--- src/rtl/shot_sequencer.sv ---
// Turn controller in front of the battleship scorer: conditions the fire key,
// latches each shot, strobes the scorer, and tallies shots, big shots and hits.
module shot_sequencer #(
  parameter int DEBOUNCE_CYCLES = 16,
  parameter int MAX_SHOTS       = 20,
  parameter int BIG_SHOTS       = 3,
  parameter int HITS_TO_WIN     = 17
) (
  input  logic       clock,
  input  logic       reset,
  input  logic       FireKey,
  input  logic [3:0] XIn,
  input  logic [3:0] YIn,
  input  logic       BigReq,
  input  logic       Hit,
  input  logic       NearMiss,
  input  logic       Miss,
  input  logic       SomethingIsWrong,
  output logic [3:0] X,
  output logic [3:0] Y,
  output logic       Big,
  output logic [1:0] BigLeft,
  output logic       ScoreThis,
  output logic [4:0] ShotsLeft,
  output logic [4:0] HitCount,
  output logic [1:0] LastResult,
  output logic       GameOver,
  output logic       Won
);

  localparam int CW = (DEBOUNCE_CYCLES > 2) ? $clog2(DEBOUNCE_CYCLES) : 1;
  localparam logic [CW-1:0] DB_LAST    = CW'(DEBOUNCE_CYCLES - 1);
  localparam logic [4:0]    SHOTS_INIT = 5'(MAX_SHOTS);
  localparam logic [4:0]    HITS_WIN   = 5'(HITS_TO_WIN);
  localparam logic [1:0]    BIG_INIT   = 2'(BIG_SHOTS);

  typedef enum logic [2:0] {
    IDLE   = 3'd0,
    ARM    = 3'd1,
    FIRE   = 3'd2,
    RESULT = 3'd3,
    DONE   = 3'd4
  } state_t;

  logic          sync1_r, sync2_r;
  logic [CW-1:0] db_cnt_r;
  logic          db_level_r, db_prev_r;
  logic          fire_s;

  state_t     state_r, state_s;
  logic [3:0] x_r, x_s, y_r, y_s;
  logic       big_r, big_s, score_r, score_s, over_r, over_s, won_r, won_s;
  logic [1:0] bl_r, bl_s, last_r, last_s;
  logic [4:0] shots_r, shots_s, hits_r, hits_s;

  // Synchronizer, debouncer and edge-detect history for the fire key.
  always_ff @(posedge clock or posedge reset) begin
    if (reset) begin
      sync1_r    <= 1'b0;
      sync2_r    <= 1'b0;
      db_cnt_r   <= '0;
      db_level_r <= 1'b0;
      db_prev_r  <= 1'b0;
    end else begin
      sync1_r   <= FireKey;
      sync2_r   <= sync1_r;
      db_prev_r <= db_level_r;
      if (sync2_r == db_level_r) begin
        db_cnt_r <= '0;
      end else if (db_cnt_r == DB_LAST) begin
        db_level_r <= sync2_r;
        db_cnt_r   <= '0;
      end else begin
        db_cnt_r <= db_cnt_r + {{(CW-1){1'b0}}, 1'b1};
      end
    end
  end

  assign fire_s = db_level_r & ~db_prev_r;

  // State and output registers; every output is a flop so the scorer sees clean levels.
  always_ff @(posedge clock or posedge reset) begin
    if (reset) begin
      state_r <= IDLE;
      x_r     <= 4'd0;
      y_r     <= 4'd0;
      big_r   <= 1'b0;
      score_r <= 1'b0;
      bl_r    <= BIG_INIT;
      shots_r <= SHOTS_INIT;
      hits_r  <= 5'd0;
      last_r  <= 2'b00;
      over_r  <= 1'b0;
      won_r   <= 1'b0;
    end else begin
      state_r <= state_s;
      x_r     <= x_s;
      y_r     <= y_s;
      big_r   <= big_s;
      score_r <= score_s;
      bl_r    <= bl_s;
      shots_r <= shots_s;
      hits_r  <= hits_s;
      last_r  <= last_s;
      over_r  <= over_s;
      won_r   <= won_s;
    end
  end

  // Next-state and next-output logic; a Fire edge outside IDLE is simply dropped.
  always_comb begin
    state_s = state_r;
    x_s     = x_r;
    y_s     = y_r;
    big_s   = big_r;
    score_s = 1'b0;
    bl_s    = bl_r;
    shots_s = shots_r;
    hits_s  = hits_r;
    last_s  = last_r;
    over_s  = over_r;
    won_s   = won_r;
    case (state_r)
      IDLE: begin
        if (fire_s) state_s = ARM;
        else        state_s = IDLE;
      end
      ARM: begin
        x_s     = XIn;
        y_s     = YIn;
        big_s   = BigReq & (bl_r != 2'd0);
        score_s = 1'b1;
        state_s = FIRE;
      end
      FIRE: begin
        state_s = RESULT;
      end
      RESULT: begin
        if (SomethingIsWrong) begin
          last_s  = 2'b00;
          state_s = IDLE;
        end else begin
          shots_s = (shots_r != 5'd0) ? shots_r - 5'd1 : 5'd0;
          if (big_r && (bl_r != 2'd0)) bl_s = bl_r - 2'd1;
          else                         bl_s = bl_r;
          if (Hit) begin
            last_s = 2'b11;
            hits_s = (hits_r < HITS_WIN) ? hits_r + 5'd1 : hits_r;
          end else if (NearMiss) begin
            last_s = 2'b10;
          end else if (Miss) begin
            last_s = 2'b01;
          end else begin
            last_s = 2'b00;
          end
          // A win takes precedence when the last shot also empties the budget.
          if (hits_s == HITS_WIN) begin
            over_s  = 1'b1;
            won_s   = 1'b1;
            state_s = DONE;
          end else if (shots_s == 5'd0) begin
            over_s  = 1'b1;
            won_s   = 1'b0;
            state_s = DONE;
          end else begin
            state_s = IDLE;
          end
        end
      end
      DONE: begin
        state_s = DONE;
      end
      default: begin
        state_s = IDLE;
      end
    endcase
  end

  assign X          = x_r;
  assign Y          = y_r;
  assign Big        = big_r;
  assign BigLeft    = bl_r;
  assign ScoreThis  = score_r;
  assign ShotsLeft  = shots_r;
  assign HitCount   = hits_r;
  assign LastResult = last_r;
  assign GameOver   = over_r;
  assign Won        = won_r;

endmodule

--- config.mk ---
export PLATFORM = sky130hd
export DESIGN_NAME = shot_sequencer
export DESIGN_NICKNAME = d
export VERILOG_FILES = /design/src/rtl/shot_sequencer.sv
export SDC_FILE = /design/constraint.sdc
export NUM_CORES = 1
export LEC_CHECK = 0
export CAP_MARGIN = 20
export CORE_ASPECT_RATIO = 1.75
export CORE_MARGIN = 2
export CORE_UTILIZATION = 48
export DETAILED_ROUTE_END_ITERATION = 8
export GPL_ROUTABILITY_DRIVEN = 0
export PLACE_DENSITY_LB_ADDON = 0.08
export SKIP_CTS_REPAIR_TIMING = 1
export SYNTH_ARGS = -nofsm -noshare
export SYNTH_HDL_FRONTEND = slang
export SYNTH_SLANG_ARGS = --single-unit
--- constraint.sdc ---
create_clock -name clock -period 2.15 [get_ports clock]
set_input_delay 0.43 -clock clock [delete_from_list [all_inputs] [get_ports clock]]
set_output_delay 0.43 -clock clock [all_outputs]
set_load 0.005 [all_outputs]
==> flow_metrics.py, run 1 <==
metrics = {
    "clock_tree": {
        "clock_tree_from_tritoncts": "yes",
        "cts_buffer_depth": 2,
        "clkLatencyLatePin_ns": 0.29,
        "clock_sinks": 37,
        "cts-root-buf": "sky130_fd_sc_hd__clkbuf_8",
        "cts_buffers": 5,
        "cts.clk_slew.worst_paths_ns": 0.07,
        "clock_tree.htree_level_count": 2,
    },
    "power_and_ir_drop": {
        "p_clk_share_pct": 43.3,
        "irDropWorstVdd_mv": 0.581,
        "netSwitchingFraction_pct": 20.6,
        "leakagePower_uw": 0.00102,
        "switchingPower_uw": 295,
        "logic_gate_share_of_total_power_pct": 6.5,
        "seq_power_share_pct": 50.2,
        "internal_power_uw": 1140,
        "power.density_cell_area_nw_per_um2": 637,
    },
    "setup_path": {
        "critical_path.reg2reg.endpoint": "state_r[2]",
        "critical-path-slowest-cell": "sky130_fd_sc_hd__dfstp_2",
        "timing.critical_path.buf_inv": 1,
        "worst_r2r_path_depth": 6,
        "worst-r2r-setup-slack_ns": 0.40,
        "crit_path_start_kind": "register",
        "critical_path_class": "register to primary output",
        "path_cells": "clkdlybuf4s50_1",
        "worst_r2r_startpoint": "HitCount[0]",
        "critPathTopFamily": "flip-flops",
        "worstPathRequired_ns": 1.72,
        "cp_max_fo": 6,
        "cp_slowest_stage_delay_ns": 0.60,
        "critical_path_arrival_ns": 1.41,
        "crit_path_end_kind": "primary output",
    },
    "detailed_routing": {
        "drt_first_iter_violations": 17,
        "post_dr_wirelength_cell_um": 13.9,
        "antenna_violating_nets_post_route": 0,
        "route.detailed.drc": 0,
        "routed_wirelength_um": 3340,
        "detail_route.vias_per_cell": 5.21,
        "vias": 1255,
        "drt_pass1_iterations": 4,
    },
    "finish": {
        "synthToLayoutAreaGrowth_pct": 37.1,
        "drive_above_1_share_pct": 15.3,
        "instances_no_fill": 241,
        "final_net_count": 215,
        "diodes": 0,
        "most_common_cell_after_layout_fill_and_taps_aside": "sky130_fd_sc_hd__clkdlybuf4s50_1",
        "commonest_cells_after_routing_fill_and_taps_aside": "41 x sky130_fd_sc_hd__clkdlybuf4s50_1, 33 x sky130_fd_sc_hd__dfrtp_1, 12 x sky130_fd_sc_hd__inv_1",
    },
    "floorplan": {
        "initial_core_util_pct": 49.4,
        "core_region_area_um2": 3330,
        "row_count": 28,
        "floorplan.die.height_um": 81.4,
        "pin_count": 42,
        "floorplan.die.width_um": 48.2,
        "design.die.area_um2": 3930,
    },
    "synth": {
        "synth_cells": 147,
        "ys_ff_latch": 37,
        "synth_nets": 167,
        "yosys_warnings": 0,
        "netlist_area_um2": 1640,
        "synth.avg_cell_area_um2": 11.2,
        "yosys.cell_types.count": 37,
        "post_synthesis_sequential_area_ratio_pct": 56.7,
    },
    "sta": {
        "setup-violations-final": 0,
        "hold_violations": 0,
        "grt_setup_unrepaired": "false",
        "timing.final.max_slew_violations": 0,
        "maxClockFrequency_mhz": 545,
        "max_slew.worst_pin.slew_ns": 0.558,
        "fin_crit_sh_pct": 85.4,
        "timing.max_slew.rel_slack_pct": 62.8,
        "final.setup_skew_ns": 0.00703,
        "fin_tns_setup_ns": 0,
        "timing.final.crit_period_ns": 1.84,
    },
    "global_routing": {
        "via_count_of_the_first_global_routing_pass": 1286,
        "grt_pass1_wl_um": 5360,
        "antenna_found_initial": 0,
        "grt.total_usage_pct": 20.0,
        "gr-total-overflow": 0,
        "grt_start_max_net_pins": 25,
    },
    "place": {
        "dp_cell_count": 233,
        "numPortBuffers": 41,
        "hpwl_um": 2560,
    },
    "min_path": {
        "min_to": "sync2_r",
        "hold_depth": 0,
        "worstHoldStart": "sync1_r",
        "worst_hold_path_type": "register to register",
    },
    "job": {
        "drv_cap": 0,
    },
    "status": {
        "result_of_the_run": "finished, final reports clean",
    },
}
==> worst max path at each step <==
stage | end | slack (ns) | cells past startpoint | from
floorplan | GameOver | 0.58 | 6 | HitCount[0]
global placement | GameOver | 0.33 | 6 | Hit
detailed placement | GameOver | 0.22 | 6 | Hit
CTS | ShotsLeft[2] | 0.30 | 1 | ShotsLeft[2]
global route | ShotsLeft[2] | 0.27 | 1 | ShotsLeft[2]
finish | ShotsLeft[2] | 0.31 | 1 | ShotsLeft[2]
==> worst reg2reg max path, stage by stage (launching register included) <==
cell and delay, ns:
sky130_fd_sc_hd__dfrtp_1 0.47, sky130_fd_sc_hd__ha_1 0.35, sky130_fd_sc_hd__nor3b_1 0.19, sky130_fd_sc_hd__nand3_1 0.09, sky130_fd_sc_hd__a221oi_1 0.35, sky130_fd_sc_hd__nand2_1 0.13, sky130_fd_sc_hd__nand3_1 0.10
==> stage by stage <==
step                      utilization, %  cell area (um2)  power (uW)  hold slack (ns)  setup slack (ns)
after floorplan                        -             1640         771            0.331             0.581
after global placement              64.1             2130         822            0.338             0.325
after detailed placement            64.1             2130         829            0.342             0.217
after CTS                           67.7             2250        1460            0.376             0.301
after global routing                67.7             2250        1490            0.391             0.267
final                               67.7             2250        1430            0.373             0.314
==> sequential cells by signal (all words and copies together) (netlist names) <==
| register | flops |
|---|---|
| db_prev_r | 1 |
| Won | 1 |
| state_r | 3 |
| BigLeft | 2 |
| db_cnt_r | 4 |
| X | 4 |
| db_level_r | 1 |
| ScoreThis | 1 |
| GameOver | 1 |
| Big | 1 |
| LastResult | 2 |
| ShotsLeft | 5 |
| sync1_r | 1 |
| HitCount | 5 |
| Y | 4 |
| sync2_r | 1 |
==> power groups by stage <==
stage | Clock, uW | Sequential (uW) | Combinational (uW)
after floorplan | 0 | 731 | 39.3
after global placement | 0 | 732 | 89.8
after detailed placement | 0 | 733 | 95.5
after CTS | 640 | 720 | 95.8
after global routing | 666 | 722 | 105
final | 621 | 720 | 93.4
==> cell usage after synthesis (all sizes together) <==
master   n  area (um2)
nand3    6        30.0
nand4b   1        8.76
dfrtp   33         826
a21oi    8        40.0
clkbuf   1        3.75
o21bai   1        7.51
a31oi    1        6.26
a22o     1        8.76
mux2i    1        10.0
nand3b   3        35.0
o31ai    3        22.5
nand4    3        18.8
nand2   11        41.3
or2      1        8.76
nor3     2        10.0
or3      1        11.3
ha       4        50.1
xnor2    5        51.3
o21ai   10        53.8
a221oi   1        8.76
inv     12        45.0
nor2    11        43.8
nand2b   2        12.5
nor2b    2        12.5
and3     1        6.26
buf      2        8.75
dfstp    4         105
o22ai    1        6.26
mux2     9         101
xor2     2        17.5
nor3b    3        22.5
o41ai    1        8.76
==> routing by layer <==
metal / GRT usage, % / wire, um
met1: 19.7 / 1220
met2: 34.6 / 1880
met3: 5.56 / 169
met4: 11.1 / 74
met5: 0 / 0
==> final cells by class <==
type	instances	area, um2
Fill cell	259	1080
Sequential cell	37	931
Multi-Input combinational cell	95	654
Timing Repair Buffer	44	445
Clock buffer	6	82.6
Tap cell	45	56.3
Inverter	12	45.0
Clock inverter	2	37.5
==> cells by family after synthesis <==
logic type      share of synthesized area, %
buf+inv                                 3.50
compound gates                          9.90
xor+xnor                                4.19
simple gates                            15.9
mux                                     6.78
fa+ha+maj                               3.05
flops                                   56.7
Power figures use the tool's default switching activity.
==> run 2, diff against run 1 <==
--- a/config.mk
+++ b/config.mk
@@ -8,7 +8,7 @@
 export CAP_MARGIN = 20
 export CORE_ASPECT_RATIO = 1.75
 export CORE_MARGIN = 2
-export CORE_UTILIZATION = 48
+export CORE_UTILIZATION = 52
 export DETAILED_ROUTE_END_ITERATION = 8
 export GPL_ROUTABILITY_DRIVEN = 0
 export PLACE_DENSITY_LB_ADDON = 0.08
==> constraint.sdc (replaced) <==
create_clock -name clock -period 2.3 [get_ports clock]
set_input_delay 0.46 -clock clock [delete_from_list [all_inputs] [get_ports clock]]
set_output_delay 0.46 -clock clock [all_outputs]
set_load 0.005 [all_outputs]
==> run 2 against run 1 <==
Effect of this change: global-route usage rose by 1.2 points; combinational power decreased by 11%; first-iteration DRC count up 82%; via count increased by 2.0%; routed wire length increased by 0.69%; clock-buffer cell count did not move; critical path depth did not move; final cell count is 1.2% lower; clock skew decreased by 0.00084 ns; largest power group unchanged.
==> flow_metrics.py, run 2 (same netlist as run 1, synthesis figures left out) <==
metrics = {
    "sta": {
        "grt_setup_unrepaired": "false",
        "hold_violations": 0,
        "postLayoutSetupSlackWorst_ns": 0.456,
        "fin_tns_setup_ns": 0,
        "maxClockFrequency_mhz": 542,
        "timing.final.crit_period_ns": 1.84,
        "fin_crit_sh_pct": 80.2,
        "max_slew.worst_pin.slew_ns": 0.458,
        "timing.final.max_slew_violations": 0,
        "timing.max_slew.rel_slack_pct": 69.5,
        "final.setup_skew_ns": 0.00619,
        "setup-violations-final": 0,
    },
    "setup_path": {
        "critical_path_class": "register to primary output",
        "crit_path_start_kind": "register",
        "path_cells": "clkdlybuf4s50_1",
        "cp_slowest_stage_delay_ns": 0.59,
        "timing.critical_path.buf_inv": 1,
        "cp_max_fo": 6,
        "worstPathRequired_ns": 1.84,
        "critical-path-slowest-cell": "sky130_fd_sc_hd__dfstp_2",
        "crit_path_end_kind": "primary output",
        "critPathTopFamily": "flip-flops",
        "critical_path_arrival_ns": 1.38,
    },
    "global_routing": {
        "gr-total-overflow": 0,
        "grt.total_usage_pct": 21.2,
        "grt_pass1_wl_um": 5510,
        "grt_start_max_net_pins": 38,
        "antenna_found_initial": 0,
        "via_count_of_the_first_global_routing_pass": 1322,
    },
    "detailed_routing": {
        "detail_route.vias_per_cell": 5.38,
        "vias": 1280,
        "drt_first_iter_violations": 31,
        "antenna_violating_nets_post_route": 0,
        "route.detailed.drc": 0,
        "drt_pass1_iterations": 4,
        "post_dr_wirelength_cell_um": 14.1,
        "routed_wirelength_um": 3360,
    },
    "clock_tree": {
        "clkLatencyLatePin_ns": 0.28,
        "cts_buffer_depth": 2,
        "clock_tree_from_tritoncts": "yes",
        "cts-root-buf": "sky130_fd_sc_hd__clkbuf_8",
        "clock_sinks": 37,
        "cts_buffers": 5,
        "clock_tree.htree_level_count": 2,
        "cts.clk_slew.worst_paths_ns": 0.07,
    },
    "power_and_ir_drop": {
        "design_power_total_uw": 1180,
        "leakagePower_uw": 0.000999,
        "power.density_cell_area_nw_per_um2": 539,
        "irDropWorstVdd_mv": 0.399,
    },
    "place": {
        "pre_cts_ws_ns": 0.217,
        "hpwl_um": 2540,
        "numPortBuffers": 41,
    },
    "floorplan": {
        "floorplan.die.height_um": 78.4,
        "pin_count": 42,
        "core_region_area_um2": 3070,
        "design.die.area_um2": 3640,
        "initial_core_util_pct": 53.4,
        "floorplan.die.width_um": 46.5,
        "row_count": 27,
    },
    "min_path": {
        "worst_hold_path_type": "register to register",
    },
    "finish": {
        "commonest_cells_after_routing_fill_and_taps_aside": "41 x sky130_fd_sc_hd__clkdlybuf4s50_1, 33 x sky130_fd_sc_hd__dfrtp_1, 12 x sky130_fd_sc_hd__inv_1",
        "drive_above_1_share_pct": 14.4,
        "most_common_cell_after_layout_fill_and_taps_aside": "sky130_fd_sc_hd__clkdlybuf4s50_1",
        "fillers": 232,
        "synthToLayoutAreaGrowth_pct": 33.4,
        "final_net_count": 214,
        "diodes": 0,
    },
    "status": {
        "result_of_the_run": "finished, final reports clean",
    },
    "job": {
        "drv_cap": 0,
    },
}
-- run 2: path summary, 6_finish.rpt --
check | cells past startpoint | from | end | slack, ns
min reg2reg | 0 | sync1_r | sync2_r | 0.37
max in group asynchronous | 3 | reset | ShotsLeft[4] | 1.36
min | 0 | sync1_r | sync2_r | 0.37
max | 1 | ShotsLeft[2] | ShotsLeft[2] | 0.46
min in group asynchronous | 3 | reset | X[3] | 0.59
max reg2reg | 6 | HitCount[0] | GameOver | 0.49
-- run 2: metrics by stage --
stage / util (%) / area, um2 / std cells / hold WS, ns
after CTS: 71.3 / 2190 / 238 / 0.378
final: 71.3 / 2190 / 238 / 0.373
after floorplan: - / 1640 / 147 / 0.331
after global placement: 68.6 / 2110 / 230 / 0.339
after detailed placement: 68.6 / 2110 / 230 / 0.348
after global routing: 71.3 / 2190 / 238 / 0.382
-- run 2: layout make-up --
type                    count  area, um2  share of cell area (%)
inverters                  12       45.0                    2.05
clock buffers               6       72.6                    3.31
well taps                  43       53.8                    2.45
clock inverters             2       10.0                   0.457
multi-input cells          95        654                    29.9
repair buffers             43        425                    19.4
flip-flops and latches     37        931                    42.5
-- run 2: metal layers --
metal | vias to the layer above | wire [um] | global-route usage, %
met5 | - | 0 | 0
met2 | 37 | 1900 | 39.3
met1 | 633 | 1220 | 19.8
li1 | 604 | - | -
met4 | 0 | 74 | 10.3
met3 | 6 | 168 | 4.60
-- run 2: power by group --
| part | switching [uW] | internal [uW] |
|---|---|---|
| clock network | 215 | 210 |
| registers | 11.0 | 663 |
| logic | 36.0 | 46.7 |
